==> src/rtl/life_array_sequencer_if.sv <==
// Host-side command, load-stream and dump-stream signals of the life array sequencer.
// The host drives the master modport and the sequencer sits on the slave modport.
interface life_array_sequencer_if #(
  parameter int WIDTH = 16,
  parameter int GEN_W = 8
);
  // Command channel
  logic             cmd_valid;
  logic             cmd_ready;
  logic [1:0]       cmd_op;
  logic [GEN_W-1:0] cmd_gens;

  // Load stream
  logic [WIDTH-1:0] ld_data;
  logic             ld_valid;
  logic             ld_ready;

  // Dump stream
  logic [WIDTH-1:0] rd_data;
  logic [3:0]       rd_row;
  logic             rd_valid;
  logic             rd_ready;

  // Status
  logic             done;
  logic             cmd_err;
  logic             busy;

  modport master (
    output cmd_valid, cmd_op, cmd_gens, ld_data, ld_valid, rd_ready,
    input  cmd_ready, ld_ready, rd_data, rd_row, rd_valid, done, cmd_err, busy
  );

  modport slave (
    input  cmd_valid, cmd_op, cmd_gens, ld_data, ld_valid, rd_ready,
    output cmd_ready, ld_ready, rd_data, rd_row, rd_valid, done, cmd_err, busy
  );
endinterface

==> src/rtl/life_array_sequencer.sv <==
// Command sequencer for a 16x16 life array tile: LOAD rows, RUN N generations, DUMP rows.
// It is the only driver of the array's control inputs, and every array-side output is registered.
module life_array_sequencer #(
  parameter int ROWS  = 16,
  parameter int WIDTH = 16,
  parameter int GEN_W = 8
) (
  input  logic                  clk,
  input  logic                  reset,
  life_array_sequencer_if.slave host,
  output logic [WIDTH-1:0]      arr_vali,
  output logic [3:0]            arr_vali_selector,
  output logic                  arr_write_enb,
  output logic                  arr_step,
  output logic [3:0]            arr_valo_selector,
  input  logic [WIDTH-1:0]      arr_valo
);

  typedef enum logic [2:0] {
    S_IDLE, S_LOAD, S_RUN, S_RUN_GAP, S_RD_ADDR, S_RD_WAIT, S_RD_HOLD, S_FIN
  } state_e;

  localparam logic [3:0] LAST_ROW = 4'(ROWS - 1);

  state_e           state_q, state_d;
  logic [3:0]       row_q, row_d;
  logic [GEN_W-1:0] gen_q;
  logic             err_q;
  logic [WIDTH-1:0] rd_data_q;
  logic [WIDTH-1:0] arr_vali_q;
  logic [3:0]       arr_vali_selector_q, arr_valo_selector_q;
  logic             arr_write_enb_q, arr_step_q;
  logic             cmd_fire, ld_fire, rd_fire;

  assign cmd_fire = host.cmd_valid & host.cmd_ready;
  assign ld_fire  = host.ld_valid  & host.ld_ready;
  assign rd_fire  = host.rd_valid  & host.rd_ready;

  // NOTE: sequential state uses non-blocking assignments so every flop samples pre-edge values.
  always_ff @(posedge clk or negedge reset) begin
    if (!reset) begin
      state_q <= S_IDLE;
      row_q   <= '0;
    end else begin
      state_q <= state_d;
      row_q   <= row_d;
    end
  end

  // NOTE: defaults first so every path assigns state_d/row_d; a missing branch would infer a latch.
  always_comb begin
    state_d = state_q;
    row_d   = row_q;
    if (cmd_fire)              row_d = '0;
    else if (ld_fire | rd_fire) row_d = row_q + 4'd1;

    unique case (state_q)
      S_IDLE: begin
        if (cmd_fire) begin
          unique case (host.cmd_op)
            2'b00:   state_d = S_LOAD;
            2'b01:   state_d = (host.cmd_gens != '0) ? S_RUN : S_FIN;
            2'b10:   state_d = S_RD_ADDR;
            default: state_d = S_FIN;
          endcase
        end
      end
      // Completion keys off the registered row-15 write, not the counter wrapping to 0.
      S_LOAD:    if (arr_write_enb_q && arr_vali_selector_q == LAST_ROW) state_d = S_FIN;
      S_RUN:     state_d = S_RUN_GAP;
      S_RUN_GAP: state_d = (gen_q != '0) ? S_RUN : S_FIN;
      S_RD_ADDR: state_d = S_RD_WAIT;
      S_RD_WAIT: state_d = S_RD_HOLD;
      S_RD_HOLD: if (rd_fire) state_d = (row_q == LAST_ROW) ? S_FIN : S_RD_ADDR;
      S_FIN:     state_d = S_IDLE;
      default:   state_d = S_IDLE;
    endcase
  end

  always_comb begin
    // cmd_ready is gated by reset so that every output reads 0 while reset is held.
    host.cmd_ready = reset & (state_q == S_IDLE);
    host.busy      = (state_q != S_IDLE);
    host.ld_ready  = (state_q == S_LOAD) & ~arr_write_enb_q;
    host.rd_valid  = (state_q == S_RD_HOLD);
    host.done      = (state_q == S_FIN);
    host.cmd_err   = (state_q == S_FIN) & err_q;
    host.rd_data   = rd_data_q;
    host.rd_row    = row_q;
  end

  // Array-side registers are loaded from next-state decisions so pulses line up with the FSM.
  always_ff @(posedge clk or negedge reset) begin
    if (!reset) begin
      arr_vali_q          <= '0;
      arr_vali_selector_q <= '0;
      arr_write_enb_q     <= 1'b0;
      arr_step_q          <= 1'b0;
      arr_valo_selector_q <= '0;
      rd_data_q           <= '0;
      gen_q               <= '0;
      err_q               <= 1'b0;
    end else begin
      arr_write_enb_q <= ld_fire;
      arr_step_q      <= (state_d == S_RUN);
      if (ld_fire) begin
        arr_vali_q          <= host.ld_data;
        arr_vali_selector_q <= row_q;
      end
      if (state_d == S_RD_ADDR) arr_valo_selector_q <= row_d;
      // Selector is valid in RD_ADDR, so the array's registered output is ready during RD_WAIT.
      if (state_q == S_RD_WAIT) rd_data_q <= arr_valo;
      if (cmd_fire) begin
        gen_q <= host.cmd_gens;
        err_q <= (host.cmd_op == 2'b11);
      end else if (state_q == S_RUN) begin
        gen_q <= gen_q - GEN_W'(1);
      end
    end
  end

  assign arr_vali          = arr_vali_q;
  assign arr_vali_selector = arr_vali_selector_q;
  assign arr_write_enb     = arr_write_enb_q;
  assign arr_step          = arr_step_q;
  assign arr_valo_selector = arr_valo_selector_q;

endmodule

==> src/flat_wrapper.sv <==
// flat-port wrapper written by rule: the top's interface ports become plain ports
module life_array_sequencer_flat 
#(
  parameter int ROWS  = 16,
  parameter int WIDTH = 16,
  parameter int GEN_W = 8
)
  (clk, reset, arr_vali, arr_vali_selector, arr_write_enb, arr_step, arr_valo_selector, arr_valo, host_cmd_valid, host_cmd_op, host_cmd_gens, host_ld_data, host_ld_valid, host_rd_ready, host_cmd_ready, host_ld_ready, host_rd_data, host_rd_row, host_rd_valid, host_done, host_cmd_err, host_busy);
  life_array_sequencer_if #(.WIDTH(WIDTH), .GEN_W(GEN_W)) host_i ();
  input  logic clk;
  input  logic reset;
  output logic [WIDTH-1:0] arr_vali;
  output logic [3:0] arr_vali_selector;
  output logic arr_write_enb;
  output logic arr_step;
  output logic [3:0] arr_valo_selector;
  input  logic [WIDTH-1:0] arr_valo;
  input wire logic [$bits(host_i.cmd_valid)-1:0] host_cmd_valid;
  input wire logic [$bits(host_i.cmd_op)-1:0] host_cmd_op;
  input wire logic [$bits(host_i.cmd_gens)-1:0] host_cmd_gens;
  input wire logic [$bits(host_i.ld_data)-1:0] host_ld_data;
  input wire logic [$bits(host_i.ld_valid)-1:0] host_ld_valid;
  input wire logic [$bits(host_i.rd_ready)-1:0] host_rd_ready;
  output wire logic [$bits(host_i.cmd_ready)-1:0] host_cmd_ready;
  output wire logic [$bits(host_i.ld_ready)-1:0] host_ld_ready;
  output wire logic [$bits(host_i.rd_data)-1:0] host_rd_data;
  output wire logic [$bits(host_i.rd_row)-1:0] host_rd_row;
  output wire logic [$bits(host_i.rd_valid)-1:0] host_rd_valid;
  output wire logic [$bits(host_i.done)-1:0] host_done;
  output wire logic [$bits(host_i.cmd_err)-1:0] host_cmd_err;
  output wire logic [$bits(host_i.busy)-1:0] host_busy;
  assign host_i.cmd_valid = host_cmd_valid;
  assign host_i.cmd_op = host_cmd_op;
  assign host_i.cmd_gens = host_cmd_gens;
  assign host_i.ld_data = host_ld_data;
  assign host_i.ld_valid = host_ld_valid;
  assign host_i.rd_ready = host_rd_ready;
  assign host_cmd_ready = host_i.cmd_ready;
  assign host_ld_ready = host_i.ld_ready;
  assign host_rd_data = host_i.rd_data;
  assign host_rd_row = host_i.rd_row;
  assign host_rd_valid = host_i.rd_valid;
  assign host_done = host_i.done;
  assign host_cmd_err = host_i.cmd_err;
  assign host_busy = host_i.busy;
  life_array_sequencer #(.ROWS(ROWS), .WIDTH(WIDTH), .GEN_W(GEN_W)) u_core (.clk(clk), .reset(reset), .host(host_i), .arr_vali(arr_vali), .arr_vali_selector(arr_vali_selector), .arr_write_enb(arr_write_enb), .arr_step(arr_step), .arr_valo_selector(arr_valo_selector), .arr_valo(arr_valo));
endmodule
==> config.mk <==
export PLATFORM = sky130hd
export DESIGN_NAME = life_array_sequencer_flat
export DESIGN_NICKNAME = d
export VERILOG_FILES = /design/src/rtl/life_array_sequencer_if.sv /design/src/rtl/life_array_sequencer.sv /design/src/flat_wrapper.sv
export SDC_FILE = /design/constraint.sdc
export NUM_CORES = 1
export LEC_CHECK = 0
export ABC_CLOCK_PERIOD_IN_PS = 3400
export BUFFER_PORTS_ARGS = -buffer_cell sky130_fd_sc_hd__buf_4
export CAP_MARGIN = 20
export CORE_MARGIN = 2
export CORE_UTILIZATION = 36
export CTS_CLUSTER_SIZE = 25
export DETAILED_ROUTE_END_ITERATION = 16
export PLACE_DENSITY_LB_ADDON = 0.12
export SLEW_MARGIN = 5
export SYNTH_ARGS = -nofsm -noshare
export SYNTH_HDL_FRONTEND = slang
export SYNTH_SLANG_ARGS = --single-unit
export TNS_END_PERCENT = 30
==> constraint.sdc <==
create_clock -name clk -period 3.4 [get_ports clk]
set_clock_uncertainty 0.1 [all_clocks]
set_input_delay 0.51 -clock clk [delete_from_list [all_inputs] [get_ports clk]]
set_output_delay 0.51 -clock clk [all_outputs]
set_load 0.01 [all_outputs]
==> flow_metrics.env <==
export IMPL_slew_violations=0
export IMPL_drv_cap=0
export IMPL_max_stage_delay_ns=0.53
export IMPL_cts_htree_levels=3
export IMPL_max_slew_margin_pct=41.62
export IMPL_synth_distinct_cells=45
export IMPL_drive_above_1_share_pct=51.27
export IMPL_final_cells=413
export IMPL_ctsHoldBuffers=1
export IMPL_n_antenna_cell=0
export IMPL_route_detailed_drc=0
export IMPL_drt_iter0_markers=73
export IMPL_min_period_over_period_pct=68.07
export IMPL_nFillCells=688
export IMPL_startpoint="reset"
export IMPL_grt_pass1_vias=1989
export IMPL_grtUsageTotal_pct=15.56
export IMPL_status="finished clean"
export IMPL_totalWireLength_um=5813
export IMPL_cp_cell_sequence="dlygate4sd3_1, buf_4, nand3_1, a21oi_1, a211o_1, or3_4, mux2_4"
export IMPL_ios=99
export IMPL_p_sw_share_pct=34.37
export IMPL_async_flop_share_pct=100.0
export IMPL_pre_cts_slack_ns=1.090
export IMPL_worst_slack_ns=1.086
export IMPL_p_comb_share_pct=41.6
export IMPL_hp_start="host_cmd_gens[4]"
export IMPL_dp_hpwl_um=4305
export IMPL_cts_buffer_depth=2
export IMPL_start_kind="input port"
export IMPL_cp_max_fo=12
export IMPL_final_util_pct=51.05
export IMPL_syn_inst=208
export IMPL_cts_root_buf="clkbuf_8"
export IMPL_place_inst=397
export IMPL_setup_violations=0
export IMPL_yosysTopAreaCell="dfrtp_1"
export IMPL_power_frac_seq_pct=39.3
export IMPL_arrival_ns=2.43
export IMPL_ff2ff_setup_slack_ns=1.15
export IMPL_critPathCaptureType="register"
export IMPL_antenna_found_initial=0
export IMPL_yosysWarnings=0
export IMPL_dieArea_um2=7983
export IMPL_r2r_start="u_core.state_q[1]"
export IMPL_cts_made_buffers=9
export IMPL_whs_endpoint="u_core.gen_q[4]"
export IMPL_synth_edf_count=0
export IMPL_wire_per_inst_um=14.08
export IMPL_synth_area_leaders="dfrtp_1, mux2_2, nand2_1, nor2_1, mux2_4"
export IMPL_cp_slowest_cell="dlygate4sd3_1"
export IMPL_numPortBuffers=98
export IMPL_clk_latency_ns=0.33
export IMPL_setup_tns_final_ns=0
export IMPL_rsz0062_at_grt="false"
export IMPL_crit_required_ns=3.51
export IMPL_worstMarginPinSlew_ns=0.8736
export IMPL_crit_buf_inv=2
export IMPL_worstSetupPathType="in2reg"
export IMPL_worstHoldPathType="in2reg"
export IMPL_gp_congestion=0.7677
export IMPL_power_internal_w=0.002135
export IMPL_syn_nets=257
export IMPL_vias=1985
export IMPL_area_growth_synth_to_final_pct=38.93
export IMPL_max_vdd_ir_drop_mv=0.4893
export IMPL_rows=31
export IMPL_grt_pass1_wl_um=9390
export IMPL_path_clk_slew_ns=0.06
export IMPL_synthesis_area_um2=2623
export IMPL_post_cts_buffers=0
export IMPL_critPathTopFamily="buffers and inverters"
export IMPL_synthFlopType="dfrtp_1"
export IMPL_netlist_area_leader_share_pct=55.34
export IMPL_min_path_cells=3
export IMPL_cts_resized=0
export IMPL_initial_core_util_pct=36.75
export IMPL_p_leak_nw=1.731
export IMPL_dieWidth_um=89.35
export IMPL_coreArea_um2=7137
export IMPL_firstDrtPassIters=4
export IMPL_grt_ovfl_total=0
export IMPL_cts_tree="done"
export IMPL_worstRegToRegCells=5
export IMPL_grt_max_degree=54
export IMPL_via_per_inst=4.806
export IMPL_clock_sinks=58
export IMPL_power_frac_clock_pct=19.0
export IMPL_fmax_ghz=0.4321
export IMPL_die_h_um=89.35
export IMPL_ys_seq_area_share_pct=55.34
export IMPL_syn_avg_cell_area_um2=12.61
export IMPL_hold_viol=0
export IMPL_worst_r2r_endpoint="u_core.arr_valo_selector[0]"
export IMPL_finalCriticalPeriod_ns=2.314
export IMPL_ant_nets=0
export IMPL_fin_nets=359
export IMPL_ys_ff_latch=58
export IMPL_power_switching_w=0.001118
export IMPL_p_per_area_nw_per_um2=892.9
## metrics by stage
stage	hold slack [ns]	total power (W)	area (um2)
2_1_floorplan	0.1144	0.002043	2623
3_3_place_gp	0.2483	0.002644	3441
3_5_place_dp	0.2479	0.002665	3441
4_1_cts	0.2902	0.003299	3643
5_1_grt	0.2849	0.003499	3643
6_report	0.3018	0.003253	3643
## worst reg2reg max path, cell delays in order, from the launching register on
cell	delay, ns
dfrtp_1	0.56
nor4bb_1	0.34
nand4b_1	0.19
a221oi_2	0.41
or3_4	0.24
mux2_4	0.30
## how the worst max path moves through the flow
| stage | end | slack (ns) | depth (start not counted) |
|---|---|---|---|
| floorplan | u_core.arr_valo_selector[0] | 1.37 | 6 |
| global placement | u_core.arr_valo_selector[3] | 1.13 | 6 |
| detailed placement | u_core.arr_valo_selector[0] | 1.09 | 6 |
| CTS | u_core.arr_valo_selector[0] | 1.09 | 7 |
| global route | u_core.arr_vali_selector[0] | 0.99 | 3 |
| finish | u_core.arr_valo_selector[0] | 1.09 | 7 |
## cells in the final DEF (no fill, tap or decap), types with 2 or more instances in the layout
master,count
dfrtp_1,58
clkbuf_8,10
a31oi_1,2
clkinv_2,2
a21oi_1,4
inv_1,5
nor3b_1,2
mux2_2,36
clkinvlp_4,2
xnor2_1,2
buf_4,99
and2_1,4
mux2_4,3
and3_1,2
a211o_1,2
nor3_1,2
o31ai_1,3
o311ai_0,2
nor4_1,2
o211ai_1,3
a221o_1,2
or3_1,2
o21ai_0,6
ha_1,2
o21a_1,2
nand4b_1,2
nand2_1,15
nand3_1,6
nor2_1,13
## logic make-up after synthesis
group           synth area share, %
simple gates                  13.60
flops                         55.34
mux                           17.56
compound gates                8.827
buf+inv                       2.719
xor+xnor                      1.002
fa+ha+maj                    0.9540
## cells in the mapped netlist (2+ instances only)
master and number:
nand2_1 15, o21a_1 2, buf_4 2, a211o_1 2
nor3_1 2, and3_1 2, o211ai_1 3, mux2_2 36
nand3_1 6, inv_1 5, o31ai_1 3, and2_1 4
ha_1 2, nor2_1 13, clkbuf_1 6, o311ai_0 2
nor3b_1 2, or3_1 2, o21ai_0 6, dfrtp_1 58
mux2_4 3, a31oi_1 2, nand4b_1 2, xnor2_1 2
nor4_1 2, a221o_1 2, a21oi_1 4
## registers in the layout (all words and copies together) (netlist names)
| signal | cells |
|---|---|
| u_core.arr_step | 1 |
| u_core.host.rd_data | 16 |
| u_core.arr_write_enb | 1 |
| u_core.state_q | 3 |
| u_core.arr_vali_selector | 4 |
| u_core.host.rd_row | 4 |
| u_core.arr_valo_selector | 4 |
| u_core.err_q | 1 |
| u_core.gen_q | 8 |
| u_core.arr_vali | 16 |
## power groups by stage
stage          combinational (W)  clock, W  sequential (W)
6_report                 0.00135  0.000619         0.00128
5_1_grt                  0.00150  0.000669         0.00133
4_1_cts                  0.00138  0.000637         0.00128
3_5_place_dp             0.00137         0         0.00129
3_3_place_gp             0.00137         0         0.00128
2_1_floorplan           0.000703         0         0.00134
## cell type report
cell class | instances | area (um2) | area share, %
sequential | 58 | 1451 | 39.84
multi-input combinational | 135 | 1100 | 30.19
timing repair buffer | 100 | 753.2 | 20.67
clock buffer | 10 | 137.6 | 3.777
tap | 99 | 123.9 | 3.400
clock inverter | 5 | 55.05 | 1.511
inverter | 6 | 22.52 | 0.6181
## metal layers
metal | vias up | global-route usage, % | wire, um | part of all wire [%]
li1 | 953 | - | - | -
met1 | 967 | 18.73 | 2486 | 43
met2 | 63 | 24.51 | 2744 | 47
met3 | 2 | 8.587 | 558 | 9.6
met4 | 0 | 3.664 | 23 | 0.40
met5 | - | 0 | 0 | 0
No activity file was read; power rests on OpenSTA's default activity.
